===== config.mk =====
export PLATFORM = sky130hd
export DESIGN_NAME = piso_shift_reg
export DESIGN_NICKNAME = d
export VERILOG_FILES = /design/src/rtl/piso_shift_reg.sv
export SDC_FILE = /design/constraint.sdc
export NUM_CORES = 1
export LEC_CHECK = 0
export ABC_AREA = 1
export CAP_MARGIN = 20
export CORE_AREA = 2 2 39 41
export CTS_BUF_LIST = sky130_fd_sc_hd__clkbuf_8 sky130_fd_sc_hd__clkbuf_16
export CTS_CLUSTER_SIZE = 14
export DETAILED_ROUTE_END_ITERATION = 8
export DIE_AREA = 0 0 41 43
export PLACE_DENSITY = 0.63
export SYNTH_ARGS = -nofsm -noshare
export SYNTH_HDL_FRONTEND = slang
export SYNTH_SLANG_ARGS = --single-unit
export TNS_END_PERCENT = 20

===== constraint.sdc =====
create_clock -name clk -period 1.35 [get_ports clk]
set_clock_uncertainty 0.15 [all_clocks]
set_input_delay 0.27 -clock clk [delete_from_list [all_inputs] [get_ports clk]]
set_output_delay 0.27 -clock clk [all_outputs]
set_load 0.005 [all_outputs]

===== src/rtl/piso_shift_reg.sv =====
// Parallel-in, serial-out shift register with a valid/ready load handshake.
// A WIDTH-bit word is accepted when load_valid && load_ready, then leaves
// on so one bit per clock. so_valid marks data bits and done marks the last
// bit of each word. A new word can be accepted on the edge that retires the
// last bit of the current one, so back-to-back words have no idle gap.
//
// state | meaning
// IDLE  | no word in flight, so/so_valid/done low
// SHIFT | word in flight, cnt = bits remaining after the one on so
module piso_shift_reg #(
  parameter int WIDTH     = 4,
  parameter bit MSB_FIRST = 1'b1
) (
  input  logic             clk,
  input  logic             rst,
  input  logic [WIDTH-1:0] pi,
  input  logic             load_valid,
  output logic             load_ready,
  output logic             so,
  output logic             so_valid,
  output logic             done
);

  localparam int CW = $clog2(WIDTH);
  localparam logic [CW-1:0] CNT_LOAD = CW'(WIDTH - 1);
  localparam logic [CW-1:0] CNT_ONE  = CW'(1);

  typedef enum logic {
    IDLE  = 1'b0,
    SHIFT = 1'b1
  } state_t;

  state_t           state;
  logic [WIDTH-1:0] sr;
  logic [CW-1:0]    cnt;
  logic             accept;
  logic             first_bit;
  logic             next_bit;
  logic [WIDTH-1:0] sr_shifted;

  // Ready while idle or while the last bit of the current word is on so.
  assign load_ready = (state == IDLE) || (cnt == '0);
  assign accept     = load_valid && load_ready;

  // The bit that leaves first from the incoming word, and the bit that
  // follows the one currently on so.  Vacated positions fill with zero.
  assign first_bit  = MSB_FIRST ? pi[WIDTH-1] : pi[0];
  assign next_bit   = MSB_FIRST ? sr[WIDTH-2] : sr[1];
  assign sr_shifted = MSB_FIRST ? {sr[WIDTH-2:0], 1'b0} : {1'b0, sr[WIDTH-1:1]};

  // Handshake, bit sequencing and registered serial outputs.
  always_ff @(posedge clk or posedge rst) begin
    if (rst) begin
      state    <= IDLE;
      sr       <= '0;
      cnt      <= '0;
      so       <= 1'b0;
      so_valid <= 1'b0;
      done     <= 1'b0;
    end else if (accept) begin
      state    <= SHIFT;
      sr       <= pi;
      cnt      <= CNT_LOAD;
      so       <= first_bit;
      so_valid <= 1'b1;
      done     <= 1'b0;
    end else if (state == SHIFT && cnt != '0) begin
      sr       <= sr_shifted;
      cnt      <= cnt - CNT_ONE;
      so       <= next_bit;
      so_valid <= 1'b1;
      done     <= (cnt == CNT_ONE);
    end else if (state == SHIFT) begin
      // Last bit retired with no follow-on word.
      state    <= IDLE;
      sr       <= '0;
      so       <= 1'b0;
      so_valid <= 1'b0;
      done     <= 1'b0;
    end
  end

endmodule


==> qor.csv, run 1 <==
metric;value;unit
status;finished with violations;
violations;setup timing;
grt_pass1_wl;1.242;mm
maxSlewHeadroom;75.99;%
clk_path_buf_depth;2;
fin_ws;-0.08070;ns
numCtsBuffers;3;
synthTopCellsByCount;nand2_1 (17), dfrtp_1 (9), nand3_1 (9);
p_int;920.3;uW
hold_path.class;in -> async;
layout.cells.non_filler;88;
synth_flop_cell;dfrtp_1;
htreeDepth;1;
vdd_ir_drop_max;0.6935;mV
reg2reg_depth;7;
regArea;225.2;um^2
clock_power_share;22.1;%
core_area;1384;um^2
drv_slew;0;
grt_max_degree;10;
yosys.area.top_type_share;55.21;%
hold_violations;0;
power_switching;472.5;uW
switching_share;33.92;%
min_period;1.431;ns
ys_warn_count;0;
ant_nets;0;
cp-end-kind;primary output;
die_x;41;um
fillers;141;
via_count;389;
grt_usage;11.21;%
rsz0062_at_grt;yes;
layout_worst_path_cycle_share;106.0;%
multi_input_area;168.9;um^2
grt-ovfl-total;0;
drive_gt1_share;29.17;%
dp_hpwl;634.9;um
async_flop_share;100.0;%
p_leak;0.0003508;uW
synth-edff-count;0;
drt-wirelength-per-cell;10.44;um
root_buffer;clkbuf_8;
hold_ws;0.1600;ns
cap_viol_max_count;0;
final_area;651.9;um^2
start_util;29.48;%
syn_nets;57;
port_buffers;10;
worst-setup-path-type;reg -> out;
nets;82;
drtIter0Drc;7;
die_area;1763;um^2
clkSlewWorstSetupHoldPaths;0.04;ns
fmax;0.6990;GHz
synth_most_common_cell;nand2_1;
synth.avg_cell_area;8.498;um^2
ys_ff_latch;9;
cts_num_sinks;9;
syn_inst;48;
cts_tree;yes;
clk_latency;0.23;ns
seqPwrFrac;30.9;%
critPathLaunchType;flop;
total_power;1393;uW
drc;0;
io_pins;11;
cp.arrival;1.01;ns
wirelength;919;um
area_growth;59.82;%
synth.distinct_cells;9;
dieHeight;43;um
dp_slack;-0.2662;ns
netlist_area;407.9;um^2
antenna_found_initial;0;
place_congestion;0.7109;
synthTopCellsByArea;dfrtp_1 (55%), nand2_1 (16%), nand3_1 (11%);
setup_viol;1;
cp_max_fo;2;
drtPass1Iterations;4;
rows;14;
seq_area_frac_synth;55.21;%
p_comb_share;47.1;%
synth_top_area_cell;dfrtp_1;
n_antenna_cell;0;
placed_cells;83;
worst_pin_slew;0.3598;ns
cp.required;0.93;ns
grt_pass1_vias;307;
place_area;595.6;um^2
p_per_area;2137;nW/um^2
regToRegSetupSlack;0.07;ns
vias_per_cell;4.420;
==> registers in the layout, indices dropped and copies added, names as in the netlist <==
signal,cells
so_valid,1
state,1
sr,3
done,1
so,1
cnt,2
==> cells by family after synthesis <==
family / after synthesis / share of synthesized area [%]
flops: 9 / 55.22
simple gates: 30 / 32.21
buf+inv: 7 / 6.440
fa+ha+maj: 2 / 6.134
==> worst max-delay path, stage by stage (launching register included) <==
cell     delay, ns
dfrtp_1       0.38
inv_2         0.08
ha_4          0.13
inv_2         0.03
nand2_2       0.05
buf_2         0.11
==> stage by stage <==
step | setup TNS [ns] | utilization, %
after floorplan | 0 | -
after global placement | -0.3390 | 43.04
after detailed placement | -0.3639 | 43.04
after CTS | -0.1288 | 46.38
after global routing | -0.1232 | 47.11
final | -0.08070 | 47.11
==> path summary, 6_finish.rpt <==
check / from / end
hold reg to reg: done$_DFFE_PP0P_ / done$_DFFE_PP0P_
setup reg to reg: cnt[0]$_DFFE_PP0P_ / sr[1]$_DFFE_PP0P_
min in group clk: done$_DFFE_PP0P_ / done$_DFFE_PP0P_
hold / removal: rst / done$_DFFE_PP0P_
max in group asynchronous: rst / cnt[1]$_DFFE_PP0P_
setup / recovery: cnt[0]$_DFFE_PP0P_ / load_ready
==> power groups by stage <==
stage | clock network (uW) | registers (uW) | logic, uW
floorplan | 0 | 436 | 275
global placement | 0 | 429 | 634
detailed placement | 0 | 432 | 642
CTS | 317 | 426 | 619
global route | 330 | 445 | 726
finish | 307 | 430 | 656
==> area by class of cell <==
| class | instances | share of cell area [%] |
|---|---|---|
| clock buffers | 3 | 6.334 |
| repair buffers | 20 | 25.53 |
| well taps | 16 | 3.071 |
| inverters | 7 | 4.031 |
| multi-input cells | 32 | 25.91 |
| flip-flops and latches | 9 | 34.55 |
| clock inverters | 1 | 0.5758 |
==> cells in the final DEF, fill, tap and decap left out <==
cell type,n
nor2_2,1
inv_2,3
clkdlybuf4s50_1,6
nor2_1,1
dfrtp_1,9
buf_2,1
ha_1,1
clkbuf_8,3
nand2_1,17
inv_1,5
nand2_2,2
nand3_1,9
dlygate4sd2_1,3
buf_4,10
ha_4,1
==> routing by layer <==
metal	up-vias	track usage, %	share of wire [%]
met1	178	13.44	44
met3	2	3.141	6.0
met4	0	12.00	1.5
li1	195	-	-
met2	14	14.37	49
met5	-	0	0
==> what timing repair did <==
action / 4_1_cts / 5_1_grt
buffers inserted: 1 / 0
endpoints found under the hold margin: 0 / 0
pin swaps: 1 / 0
endpoints found under the setup margin: 4 / 3
resized for setup: 8 / 3
hold buffers: 0 / 0
Note: power is estimated with default switching activity, not from simulation.
==> run 2: changes to the inputs <==
--- a/config.mk
+++ b/config.mk
@@ -12,7 +12,7 @@
 export CTS_CLUSTER_SIZE = 14
 export DETAILED_ROUTE_END_ITERATION = 8
 export DIE_AREA = 0 0 41 43
-export PLACE_DENSITY = 0.63
+export PLACE_DENSITY = 0.56
 export SYNTH_ARGS = -nofsm -noshare
 export SYNTH_HDL_FRONTEND = slang
 export SYNTH_SLANG_ARGS = --single-unit
==> run 2 against run 1 <==
Clock power increased by 2%. Cell area shrank 1.2%. Via count increased by 0.26%. Flip-flop and latch count is the same. Utilization decreased by 0.54 points. Sequential power hardly changed. The flow still finishes with violations (setup timing). Global-route usage up 3.9 points. Critical endpoint unchanged. Non-clock buffer count shrank 1. Largest power group unchanged. Cell count shrank 1.1%.
==> qor.csv, run 2 (synthesis gave the netlist of run 1 again) <==
metric;value;unit
final_cell_mix;nand2_1 (17), nand3_1 (9), dfrtp_1 (9), buf_4 (9), clkdlybuf4s50_1 (6);
start_util;29.48;%
area_growth;57.98;%
critPathMostFrequentCell;inv_2;
violations;setup timing;
cp.required;0.93;ns
fin_ws;-0.09539;ns
largest_register_ffs;3;
cap_viol_max_count;0;
final_common_cell;nand2_1;
r2r_end;cnt[1]$_DFFE_PP0P_;
drtPass1Iterations;3;
clk_latency;0.24;ns
hold_path.class;in -> async;
root_buffer;clkbuf_8;
ant_nets;0;
cp_max_fo;2;
regToRegSetupSlack;0.09;ns
numCtsBuffers;3;
nets;81;
n_antenna_cell;0;
cp-end-kind;primary output;
drc;0;
rsz0062_at_grt;yes;
grt_pass1_vias;392;
clkSlewWorstSetupHoldPaths;0.05;ns
drv_slew;0;
crit_path_cell_trace;inv_2 > ha_4 > inv_2 > nand2_2 > buf_2;
vdd_ir_drop_max;0.8258;mV
cp_slowest_cell;dfrtp_1;
setup_viol;1;
worst-setup-path-type;reg -> out;
via_count;390;
vias_per_cell;4.483;
drtIter0Drc;4;
wirelength;940;um
top_register;sr;
worstReg2RegStart;cnt[0]$_DFFE_PP0P_;
cts_tree;yes;
p_leak;0.0003463;uW
worst_pin_slew;0.3537;ns
grt-ovfl-total;0;
reg.largest.list;sr: 3 flops, cnt: 2 flops;
clk_path_buf_depth;2;
port_buffers;10;
place_congestion;0.7091;
status;finished with violations;
reg2reg_depth;8;
min_period;1.445;ns
critPathLaunchType;flop;
rows;14;
antenna_found_initial;0;
grt_pass1_wl;1.676;mm
drive_gt1_share;28.17;%
critPathMaxStageDelay;0.38;ns
maxSlewHeadroom;76.39;%
drt-wirelength-per-cell;10.80;um
cts_num_sinks;9;
postCtsHoldBufs;0;
dp_slack;-0.3105;ns
die_area;1763;um^2
hold_violations;0;
core_area;1384;um^2
grt_usage;15.11;%
layout_worst_path_cycle_share;107.1;%
total_power;1380;uW
dp_hpwl;678.5;um
io_pins;11;
p_per_area;2142;nW/um^2
fmax;0.6919;GHz
die_x;41;um
dieHeight;43;um
htreeDepth;1;
grt_max_degree;10;
cp.arrival;1.03;ns
## run 2: worst max-delay path: cells and delay by family (launching register included)
kind,cells,cell delay (ns)
adders and majority gates,1,0.14
and+or+nand+nor,1,0.05
buffers and inverters,3,0.22
DFF,1,0.38
## run 2: layout make-up
type | instances | area, um^2
fillers | 143 | 739.5
flip-flops and latches | 9 | 225.2
multi-input cells | 32 | 168.9
repair buffers | 19 | 158.9
clock buffers | 3 | 41.29
inverters | 7 | 26.28
well taps | 16 | 20.02
clock inverters | 1 | 3.754
## run 2: through the flow
stage | instance area [um^2] | util (%) | TNS, ns | cells | hold WS (ns)
after detailed placement | 580.6 | 41.95 | -0.4538 | 81 | 0.3262
after global placement | 580.6 | 41.95 | -0.3822 | 81 | 0.3181
after floorplan | 407.9 | - | 0 | 48 | -0.05208
after CTS | 636.9 | 46.02 | -0.09729 | 86 | 0.1631
after global routing | 644.4 | 46.56 | -0.1587 | 87 | 0.2144
final | 644.4 | 46.56 | -0.09539 | 87 | 0.1477
## run 2: worst max-delay path by stage
stage / start / to / slack, ns
after floorplan: cnt[0]$_DFFE_PP0P_ / cnt[1]$_DFFE_PP0P_ / 0.14
after global placement: cnt[0]$_DFFE_PP0P_ / load_ready / -0.27
after detailed placement: cnt[0]$_DFFE_PP0P_ / load_ready / -0.31
after CTS: cnt[0]$_DFFE_PP0P_ / load_ready / -0.1
after global routing: cnt[0]$_DFFE_PP0P_ / load_ready / -0.15
final: cnt[0]$_DFFE_PP0P_ / load_ready / -0.1
## run 2: power by group
part / internal (uW) / switching [uW]
Clock: 199 / 114
Combinational: 326 / 308
Sequential: 379 / 53.3
Total: 904 / 476
## run 2: layer usage
| layer | share of wire, % | vias to the layer above | GRT usage (%) |
|---|---|---|---|
| met5 | 0 | - | 0 |
| met4 | 4.7 | 0 | 14.00 |
| met3 | 4.5 | 5 | 4.712 |
| met2 | 46 | 9 | 20.63 |
| met1 | 45 | 181 | 17.61 |
| li1 | - | 195 | - |
## run 2: timing repair
item                                    4_1_cts  5_1_grt
buffers inserted                              1        1
endpoints found under the setup margin        4        3
gates resized for setup                      11        0
pin swaps                                     1        0
==> run 3: changes to the inputs <==
--- a/config.mk
+++ b/config.mk
@@ -8,7 +8,6 @@
 export ABC_AREA = 1
 export CAP_MARGIN = 20
 export CORE_AREA = 2 2 39 41
-export CTS_BUF_LIST = sky130_fd_sc_hd__clkbuf_8 sky130_fd_sc_hd__clkbuf_16
 export CTS_CLUSTER_SIZE = 14
 export DETAILED_ROUTE_END_ITERATION = 8
 export DIE_AREA = 0 0 41 43
==> run 3 against run 2 <==
The flow still finishes with violations (setup timing). Cell count grew 1.1%. Count of clock-buffer cells in the layout grew 1. Die area unchanged. Total power is 5.4% lower. Critical path depth unchanged. Largest power group unchanged.
==> qor.csv, run 3 (synthesis gave the netlist of run 1 again) <==
metric;value;unit
min_period;1.482;ns
drtPass1Iterations;4;
total_power;1306;uW
numCtsBuffers;3;
cap_viol_max_count;0;
worst_pin_slew;0.3480;ns
vdd_ir_drop_max;0.8129;mV
setup.worst_path.start;cnt[0]$_DFFE_PP0P_;
largest_register_ffs;3;
fin_ws;-0.1319;ns
dieHeight;43;um
cp_slowest_cell;dfrtp_1;
cp-end-kind;primary output;
io_pins;11;
cts_tree;yes;
wirelength;945;um
final_common_cell;nand2_1;
htreeDepth;1;
p_leak;0.0003349;uW
clock_power_share;16.5;%
p_comb_share;50.3;%
layout.cells.non_filler;88;
postCtsHoldBufs;0;
power_switching;467.3;uW
r2r_end;cnt[1]$_DFFE_PP0P_;
timing.setup.tns;-0.1319;ns
top_register;sr;
path_depth;5;
critPathMostFrequentCell;inv_2;
status;finished with violations;
fmax;0.6748;GHz
crit_path_cell_trace;inv_2 > ha_4 > inv_2 > nand2_2 > buf_2;
critPathLaunchType;flop;
busiest_layer;met2;
core_area;1384;um^2
violations;setup timing;
worst-setup-path-type;reg -> out;
cp.arrival;1.06;ns
port_buffers;10;
placed_cells;81;
via_count;401;
cp.required;0.93;ns
crit_path_end;load_ready;
place_area;580.6;um^2
drc;0;
critPathMaxStageDelay;0.39;ns
regToRegSetupSlack;0.09;ns
reg2reg_depth;8;
dp_slack;-0.3105;ns
p_int;838.7;uW
switching_share;35.78;%
critical_path_buf_inv_count;3;
ant_nets;0;
final_cell_mix;nand2_1 (17), buf_4 (10), nand3_1 (9), dfrtp_1 (9), clkdlybuf4s50_1 (6);
die_x;41;um
setup_viol;1;
worstReg2RegStart;cnt[0]$_DFFE_PP0P_;
rsz0062_at_grt;yes;
clkSlewWorstSetupHoldPaths;0.06;ns
cp_max_fo;2;
start_util;29.48;%
cts_num_sinks;9;
dp_hpwl;678.5;um
drt-wirelength-per-cell;10.74;um
place_congestion;0.7091;
use_met1;17.94;%
drive_gt1_share;29.17;%
n_antenna_cell;0;
hold_path.class;in -> async;
maxSlewHeadroom;76.77;%
grt-ovfl-total;0;
grt_max_degree;10;
vias_per_cell;4.557;
hold_violations;0;
clk_path_buf_depth;2;
fillers;142;
grt_usage;14.81;%
drtIter0Drc;7;
layout_worst_path_cycle_share;109.8;%
root_buffer;clkbuf_4;
area_growth;56.14;%
use_met3;3.141;%
cpLargestDelayFamily;flip-flops;
drv_slew;0;
clk_latency;0.27;ns
nets;82;
grt_util_met2;20.31;%
grt_pass1_vias;393;
reg.largest.list;sr: 3 flops, cnt: 2 flops;
final_area;636.9;um^2
grt_pass1_wl;1.635;mm
antenna_found_initial;0;
die_area;1763;um^2
rows;14;
seqPwrFrac;33.2;%
p_per_area;2051;nW/um^2
-- run 3: cell types whose count changed in the layout (fill, tap and decap cells not counted), sizes merged --
| cell | change |
|---|---|
| clkbuf | +1 |
| inv | -1 |
| clkdlybuf4s15 | +3 |
| buf | +1 |
| dlygate4sd2 | -3 |
-- run 3: worst min-delay path by stage --
stage	endpoint	slack (ns)	cells after the start
5_1_grt	sr[2]$_DFFE_PP0P_	0.18	2
3_3_place_gp	sr[0]$_DFFE_PP0P_	0.32	2
6_report	sr[2]$_DFFE_PP0P_	0.11	2
3_5_place_dp	sr[0]$_DFFE_PP0P_	0.33	2
4_1_cts	sr[2]$_DFFE_PP0P_	0.13	2
2_1_floorplan	cnt[0]$_DFFE_PP0P_	-0.05	1
-- run 3: area by class of cell --
type                            count  area [um^2]  share of cell area [%]
Sequential cell                     9        225.2                   35.36
Multi-Input combinational cell     32        168.9                   26.52
Inverter                            7        26.28                   4.126
Tap cell                           16        20.02                   3.143
Clock buffer                        4        26.28                   4.126
Timing Repair Buffer               20        170.2                   26.72
-- run 3: power groups by stage --
stage / clock network [uW] / registers (uW) / logic (uW)
after global placement: 0 / 432 / 595
final: 215 / 433 / 657
after floorplan: 0 / 436 / 275
after CTS: 225 / 434 / 632
after global routing: 239 / 448 / 759
after detailed placement: 0 / 435 / 604
-- run 3: timing repair --
item,4_1_cts,5_1_grt
gates resized for setup,11,3
setup endpoints to repair,4,6
endpoints found under the hold margin,0,0
pin swaps,1,0
setup buffers,2,1
-- run 3: worst register-to-register path, cell delays in order, from the launching register on --
cell	delay, ns
dfrtp_1	0.39
inv_2	0.08
ha_4	0.14
inv_2	0.03
nand2_2	0.05
buf_4	0.15
nand3_1	0.07
nand2_1	0.06
inv_1	0.04
-- run 3: routing by layer --
layer | vias up | share of wire [%]
li1 | 198 | -
met3 | 5 | 4.2
met1 | 187 | 44
met5 | - | 0
met4 | 0 | 4.2
met2 | 11 | 47
-- run 3: stage by stage --
step	utilization (%)	hold slack, ns
5_1_grt	46.02	0.1777
6_report	46.02	0.1092
3_3_place_gp	41.95	0.3181
2_1_floorplan	-	-0.05208
4_1_cts	45.21	0.1253
3_5_place_dp	41.95	0.3262
